File: src/rtl/mac_tile_sequencer.sv
// Sequences one N x N tile multiply: streams A/B buffer reads into the MAC and writes C.
// Element e is written (e+1)*(N+2) cycles after start is sampled; start is ignored unless IDLE.
module mac_tile_sequencer #(
    parameter int N  = 4,
    parameter int DW = 8,
    parameter int AW = 4
) (
    input  logic          clk,
    input  logic          rst,
    input  logic          start,
    output logic          busy,
    output logic          done,
    output logic [AW-1:0] a_addr,
    input  logic [DW-1:0] a_rdata,
    output logic [AW-1:0] b_addr,
    input  logic [DW-1:0] b_rdata,
    output logic [DW-1:0] mac_a,
    output logic [DW-1:0] mac_b,
    output logic          mac_enable,
    output logic          reset_acc,
    input  logic [DW-1:0] acc_in,
    output logic          c_we,
    output logic [AW-1:0] c_addr,
    output logic [DW-1:0] c_wdata
);

    localparam int KW = $clog2(N);
    localparam logic [KW-1:0] KMAX = KW'(N - 1);

    typedef enum logic [2:0] {IDLE, CLEAR, RUN, WRITE, DONE} state_t;

    state_t        state_q, state_d;
    logic [KW-1:0] i_q, i_d, j_q, j_d, k_q, k_d;
    logic [KW-1:0] rd_k;
    logic          busy_q, busy_d, done_q, done_d;
    logic          mac_enable_q, mac_enable_d, reset_acc_q, reset_acc_d, c_we_q, c_we_d;
    logic [AW-1:0] a_addr_q, a_addr_d, b_addr_q, b_addr_d, c_addr_q, c_addr_d;

    always_comb begin
        state_d = state_q;
        i_d     = i_q;
        j_d     = j_q;
        k_d     = k_q;
        case (state_q)
            IDLE: begin
                if (start) begin
                    i_d     = '0;
                    j_d     = '0;
                    k_d     = '0;
                    state_d = CLEAR;
                end
            end
            CLEAR: begin
                k_d     = '0;
                state_d = RUN;
            end
            RUN: begin
                if (k_q == KMAX) begin
                    state_d = WRITE;
                end else begin
                    k_d = k_q + 1'b1;
                end
            end
            WRITE: begin
                k_d = '0;
                j_d = j_q + 1'b1;
                if (j_q == KMAX) begin
                    i_d = i_q + 1'b1;
                end
                if (i_q == KMAX && j_q == KMAX) begin
                    state_d = DONE;
                end else begin
                    state_d = CLEAR;
                end
            end
            DONE: begin
                i_d     = '0;
                j_d     = '0;
                k_d     = '0;
                state_d = IDLE;
            end
            default: state_d = IDLE;
        endcase

        // Outputs are registered, so they are derived from the state being entered.
        busy_d       = (state_d == CLEAR) || (state_d == RUN) || (state_d == WRITE);
        done_d       = (state_d == DONE);
        reset_acc_d  = (state_d == CLEAR);
        mac_enable_d = (state_d == RUN);
        c_we_d       = (state_d == WRITE);

        // During RUN the read issued is one ahead of the operand being consumed.
        rd_k = ((state_d == RUN) && (k_d != KMAX)) ? k_d + 1'b1 : k_d;
        if (busy_d) begin
            a_addr_d = AW'({i_d, rd_k});
            b_addr_d = AW'({rd_k, j_d});
            c_addr_d = AW'({i_d, j_d});
        end else begin
            a_addr_d = '0;
            b_addr_d = '0;
            c_addr_d = '0;
        end
    end

    always_ff @(posedge clk or posedge rst) begin
        if (rst) begin
            state_q      <= IDLE;
            i_q          <= '0;
            j_q          <= '0;
            k_q          <= '0;
            busy_q       <= 1'b0;
            done_q       <= 1'b0;
            mac_enable_q <= 1'b0;
            reset_acc_q  <= 1'b0;
            c_we_q       <= 1'b0;
            a_addr_q     <= '0;
            b_addr_q     <= '0;
            c_addr_q     <= '0;
        end else begin
            state_q      <= state_d;
            i_q          <= i_d;
            j_q          <= j_d;
            k_q          <= k_d;
            busy_q       <= busy_d;
            done_q       <= done_d;
            mac_enable_q <= mac_enable_d;
            reset_acc_q  <= reset_acc_d;
            c_we_q       <= c_we_d;
            a_addr_q     <= a_addr_d;
            b_addr_q     <= b_addr_d;
            c_addr_q     <= c_addr_d;
        end
    end

    assign busy       = busy_q;
    assign done       = done_q;
    assign mac_enable = mac_enable_q;
    assign reset_acc  = reset_acc_q;
    assign c_we       = c_we_q;
    assign a_addr     = a_addr_q;
    assign b_addr     = b_addr_q;
    assign c_addr     = c_addr_q;

    // Buffer read data lands in the cycle the operand is needed, so it passes straight through.
    assign mac_a   = mac_enable_q ? a_rdata : '0;
    assign mac_b   = mac_enable_q ? b_rdata : '0;
    assign c_wdata = c_we_q ? acc_in : '0;

endmodule
File: config.mk
export PLATFORM = sky130hd
export DESIGN_NAME = mac_tile_sequencer
export DESIGN_NICKNAME = d
export VERILOG_FILES = /design/src/rtl/mac_tile_sequencer.sv
export SDC_FILE = /design/constraint.sdc
export NUM_CORES = 1
export LEC_CHECK = 0
export BUFFER_PORTS_ARGS = -buffer_cell sky130_fd_sc_hd__buf_2
export CORE_ASPECT_RATIO = 1.75
export CORE_UTILIZATION = 43
export DETAILED_ROUTE_END_ITERATION = 12
export PLACE_DENSITY = 0.76
export RECOVER_POWER = 50
export SLEW_MARGIN = 20
export SYNTH_ARGS = -nofsm -noshare
export SYNTH_HDL_FRONTEND = slang
export SYNTH_SLANG_ARGS = --single-unit
File: constraint.sdc
create_clock -name clk -period 2.7 [get_ports clk]
set_clock_uncertainty 0.1 [all_clocks]
set_input_delay 0.405 -clock clk [delete_from_list [all_inputs] [get_ports clk]]
set_output_delay 0.405 -clock clk [all_outputs]
set_load 0.1 [all_outputs]
* After elaboration in Yosys (flattened, before gate mapping) *
Cells that the tools add are included.

storage, ports and cells
  flip-flop bits (word level) = 26
  input port bits = 27
  output and inout port bits = 41
  word-level logic and storage cells = 53

operators by class
  $add $sub $neg = 4
  equality and inequality tests = 12
  muxes and demuxes = 19
  reduce and logical (&&, ||, !) cells = 6

operators with widths
  kind                                                              number
  8-bit two-way mux                                                 3
  2-bit case mux with 3 select lines                                3
  3-bit by 2-bit == test with 1-bit output (second input constant)  4
  2-bit two-way mux                                                 6
  4-bit two-way mux                                                 3
  3-bit case mux with 4 select lines                                1
  3-bit two-way mux                                                 3
  2-bit by 1-bit adder with 2-bit output (second input constant)    4
  2-bit == test (second input constant)                             3
  3-bit by 1-bit == test with 1-bit output (second input constant)  2
  3-bit == test (second input constant)                             2
  3-bit logical NOT                                                 1
  3-bit OR reduction                                                1
  1-bit logical AND                                                 2
  1-bit logical OR                                                  2
  2-bit inequality test (second input constant)                     1

* Longest topological paths before layout *
  word-level depth = 8
  gate-level depth with buffers = 9
  depth with buffers taken out = 8

* Worst setup path before layout *
Ideal clock, no wire load.

  path type = register -> output
  start = register mac_enable_q, in the netlist mac_enable
  end = output port mac_a[4]
  data arrival time = 1.994 ns
  data required time = 2.195 ns
  path slack = 0.201 ns
  cell stages (with the launch flop) = 3
  path buffers = 1
  cell sequence = dfrtp_1 -> clkbuf_1 -> and2_1

on the way
  longest elaborated chain between the ends = 1

ends and longest elaborated chain
  item                    line  RTL
  start, declared         36    logic mac_enable_q, mac_enable_d, reset_acc_q, reset_acc_d, c_we_q, c_we_d;
  start signal, assigned  126   mac_enable_q <= mac_enable_d;
  8-bit two-way mux       145   assign mac_a = mac_enable_q ? a_rdata : '0;
  end, declared           17    output logic [DW-1:0] mac_a,

No other way between the ends.

* Worst setup path after layout *
  start = register state_q[1]
  end = register a_addr_q[1], in the netlist a_addr[1]

on the way
  longest elaborated chain between the ends = 7
  elaborated cells on any way between the ends = 20
  those cells by class = add/sub (1); eq/ne (8); mux (6); reduce/logical (5)

ends and longest elaborated chain
  item                                                                                            line  RTL
  start, declared                                                                                 32    state_t state_q, state_d;
  start signal, assigned                                                                          120   state_q <= state_d;
  3-bit by 2-bit == test with 1-bit output (tied with other cells)                                44    case (state_q)
  3-bit OR reduction (no line)                                                                    -
  2-bit case mux with 3 select lines *                                                            44
  named net k_d[0]                                                                                33    logic [KW-1:0] i_q, i_d, j_q, j_d, k_q, k_d;
  parallel branches: the longest is 2 deep, another holds 2-bit by 1-bit adder with 2-bit output  -
  2-bit two-way mux *                                                                             93    rd_k = ((state_d == RUN) && (k_d != KMAX)) ? k_d + 1'b1 : k_d;
  4-bit two-way mux *                                                                             94    if (busy_d) begin
  named net a_addr_d[1]                                                                           37    logic [AW-1:0] a_addr_q, a_addr_d, b_addr_q, b_addr_d, c_addr_q, c_addr_d;
  end signal, assigned                                                                            129   a_addr_q <= a_addr_d;
  end, declared                                                                                   37

Mark *: on every way through the listed nets, which the timed path passes.

==> results.tsv <==
stage	metric	value	unit
outcome	status	finished, final reports clean	
final_layout	NumNets Final	214	
clocking	CTS clock-pin slew for the worst setup and hold paths	0.07	ns
clocking	clock sinks	20	
final_layout	Area Overhead vs Synth	27.4	%
synthesis	most frequent cells after synthesis	and2_1 (27), dfrtp_1 (20), inv_1 (9)	
final_layout	antenna diode count	0	
clocking	total CTS buffers	3	
floorplan	Starting Density	46.2	%
clocking	Root Driver	clkbuf_8	
critical_path	CP Max Fanout	10	
sta	Final Cycle Share	85.2	%
sta	Worst-Margin Slew	1.18	ns
global_routing	first-pass GRT wire length	3900	um
critical_path	R2R depth	6	
synthesis	sequential cell area fraction in the yosys report	43.0	%
global_routing	total track usage	19.3	%
clocking	post-CTS sizing	0	
route	drt first-iter violations	22	
route	total number of vias	1086	
place	I/O Buffers	67	
route	final WL	2610	um
place	routability cong.	0.843	
synthesis	Cell Area, Synth	0.00116	mm^2
synthesis	Synth area leaders	dfrtp_1 (43%), and2_1 (15%), buf_4 (3.9%), ha_1 (3.2%), inv_1 (2.9%)	
clocking	Hold Buf Count CTS	0	
synthesis	Syn Inst Count	121	
sta	worst rel slew slack	22.0	%
synthesis	largest area contributor in the netlist	dfrtp_1	
critical_path	CP required	2.75	ns
sta	Setup violations, final	0	
sta	final setup TNS	0	ns
floorplan	Die ar.	0.00293	mm^2
sta	final hold violation count	0	
critical_path	setup slack on the worst flop-to-flop path	0.40	ns
synthesis	xor and xnor area share after synthesis	0.752	%
sta	RSZ-0062 raised after global routing	no	
synthesis	count leader, synth	and2_1	
route	drt pass-1 iters	4	
critical_path	critical path endpoint category	flip-flop	
synthesis	syn_nets	151	
clocking	total setup buffers inserted after CTS	0	
route	Routed Antenna Nets	0	
floorplan	# rows	24	
synthesis	ys flop type	dfrtp_1	
global_routing	vias in the first global route	1006	
sta	max-slew violations	0	
synthesis	post-synthesis simple-gate area fraction	27.3	%
synthesis	Yosys cell types	35	
critical_path	Slowest-stage cell, CP	dfrtp_1	
sta	Period minus WS final	2.30	ns
min_path	Hold Path Class	primary input to async pin	
floorplan	core area	0.00252	mm^2
route	drt wl/cell	12.6	um
clocking	CTS tree	yes	
floorplan	die width	41.3	um
critical_path	critical path data arrival time	2.35	ns
sta	fmax	435	MHz
synthesis	post-synth top area share	43.0	%
synthesis	synthesized-area fraction occupied by adder cells	3.22	%
global_routing	gr ovfl total	0	
synthesis	synthesized flop and latch total	20	
critical_path	Setup crit start kind	flip-flop	
clocking	Max Root-Sink Buffers	2	
floorplan	die height	70.9	um
flow_run	reported max-cap violation count	0	
global_routing	largest net degree at the start of global routing	21	
clocking	H-Tree Depth	1	
route	vias per inst	5.22	
critical_path	Max stage delay on crit path	0.53	ns
clocking	clk_lat worst skew	0.26	ns
synthesis	multiplexer share of the synthesized area	0.859	%
critical_path	worst reg2reg startpoint	state_q[1]	
synthesis	synth warn	0	
final_layout	fraction of layout cells with a size suffix above 1	37.4	%
global_routing	initial antenna violation count	0	
synthesis	syn avg cell area	9.63	um^2
synthesis	main combinational cell family by area after synthesis	simple AND/OR/NAND/NOR gates	
critical_path	CP cell instances	nor2b_1 -> a32oi_1 -> and2_1 -> ha_1 -> a31oi_1 -> a21bo_2	
synthesis	fraction of registers with async set/reset	100	%
route	DR DRC count	0	
synthesis	Compound-Gate Fraction of Synth Area	15.6	%
critical_path	capturing point of the worst reg2reg path	a_addr[1]	
floorplan	I/O pin cnt	68	
critical_path	critical path type	flip-flop to flip-flop	
synthesis	Post-synth EDFFs	0	
place	hpwl dp	2110	um
## worst max-delay path: cells and delay by family, from the launching register on
kind | cells | cell delay (ns)
and+or+nand+nor | 2 | 0.68
DFF | 1 | 0.53
adders and majority gates | 1 | 0.27
AOI/OAI and AO/OA | 3 | 0.60
## routing by layer
layer,track usage (%),up-vias,wire (um)
met2,36.1,61,1480
met4,12.2,0,60
met3,1.88,7,249
met1,16.7,495,826
met5,0,-,0
li1,-,523,-
## flip-flops by register name (all words and copies together), names as in the netlist
| register | flops |
|---|---|
| a_addr | 2 |
| reset_acc | 1 |
| done | 1 |
| mac_enable | 1 |
| c_we | 1 |
| i_q | 2 |
| j_q | 2 |
| b_addr | 1 |
| state_q | 3 |
| c_addr | 3 |
| busy | 1 |
| k_q | 2 |
## stage by stage
step	setup WS, ns	area, um^2	cells	hold slack [ns]	util, %
5_1_grt	0.209	1480	208	0.239	58.8
6_report	0.399	1480	208	0.167	58.8
2_1_floorplan	0.201	1160	121	0.269	-
3_5_place_dp	0.502	1470	205	0.422	58.1
3_3_place_gp	0.600	1470	205	0.398	58.1
4_1_cts	0.471	1510	208	0.195	59.7
## cells in the final DEF (no fill, tap or decap), drive strengths merged
cell    netlist  layout
xnor2         1       1
dfrtp        20      20
nor2          8       8
a22oi         2       2
mux2i         1       1
nand4b        1       1
o21ba         1       1
nand3         2       2
a31oi         1       1
clkbuf        2      13
nand2         6       6
nor2b         3       3
nor3          4       4
a32oi         1       1
ha            3       3
a21oi         5       5
o21ai         3       3
a22o          1       1
o31ai         1       1
inv           9       9
nand4         1       1
buf           8      58
a32o          1       1
a221oi        1       1
a21bo         2       2
a211oi        3       3
and2         28      28
nand3b        1       1
and3          1       1
## cells by family after synthesis
family,after synthesis
and+or+nand+nor,55
adders and majority gates,3
DFF,20
muxes,1
xor gates and xnor gates,1
buffers and inverters,19
AOI/OAI and AO/OA,22
## cell type report
type                            instances  area, um^2
Fill cell                             224        1040
Sequential cell                        20         500
Clock buffer                            3        41.3
Timing Repair Buffer                   68         330
Tap cell                               26        32.5
Multi-Input combinational cell         82         546
Inverter                                9        33.8
## worst max path at each step
| stage | from | to | slack, ns | cells after the start |
|---|---|---|---|---|
| 6_report | state_q[1] | a_addr[1] | 0.40 | 6 |
| 5_1_grt | state_q[2] | a_addr[1] | 0.21 | 6 |
| 4_1_cts | state_q[2] | b_addr[2] | 0.47 | 8 |
| 3_5_place_dp | state_q[2] | b_addr[2] | 0.50 | 8 |
| 3_3_place_gp | state_q[2] | a_addr[1] | 0.60 | 6 |
| 2_1_floorplan | mac_enable | mac_a[4] | 0.20 | 2 |
Power is left out: the tool's default activity adds up to more than one toggle a clock period on the data nets, which glitch-free logic cannot reach.
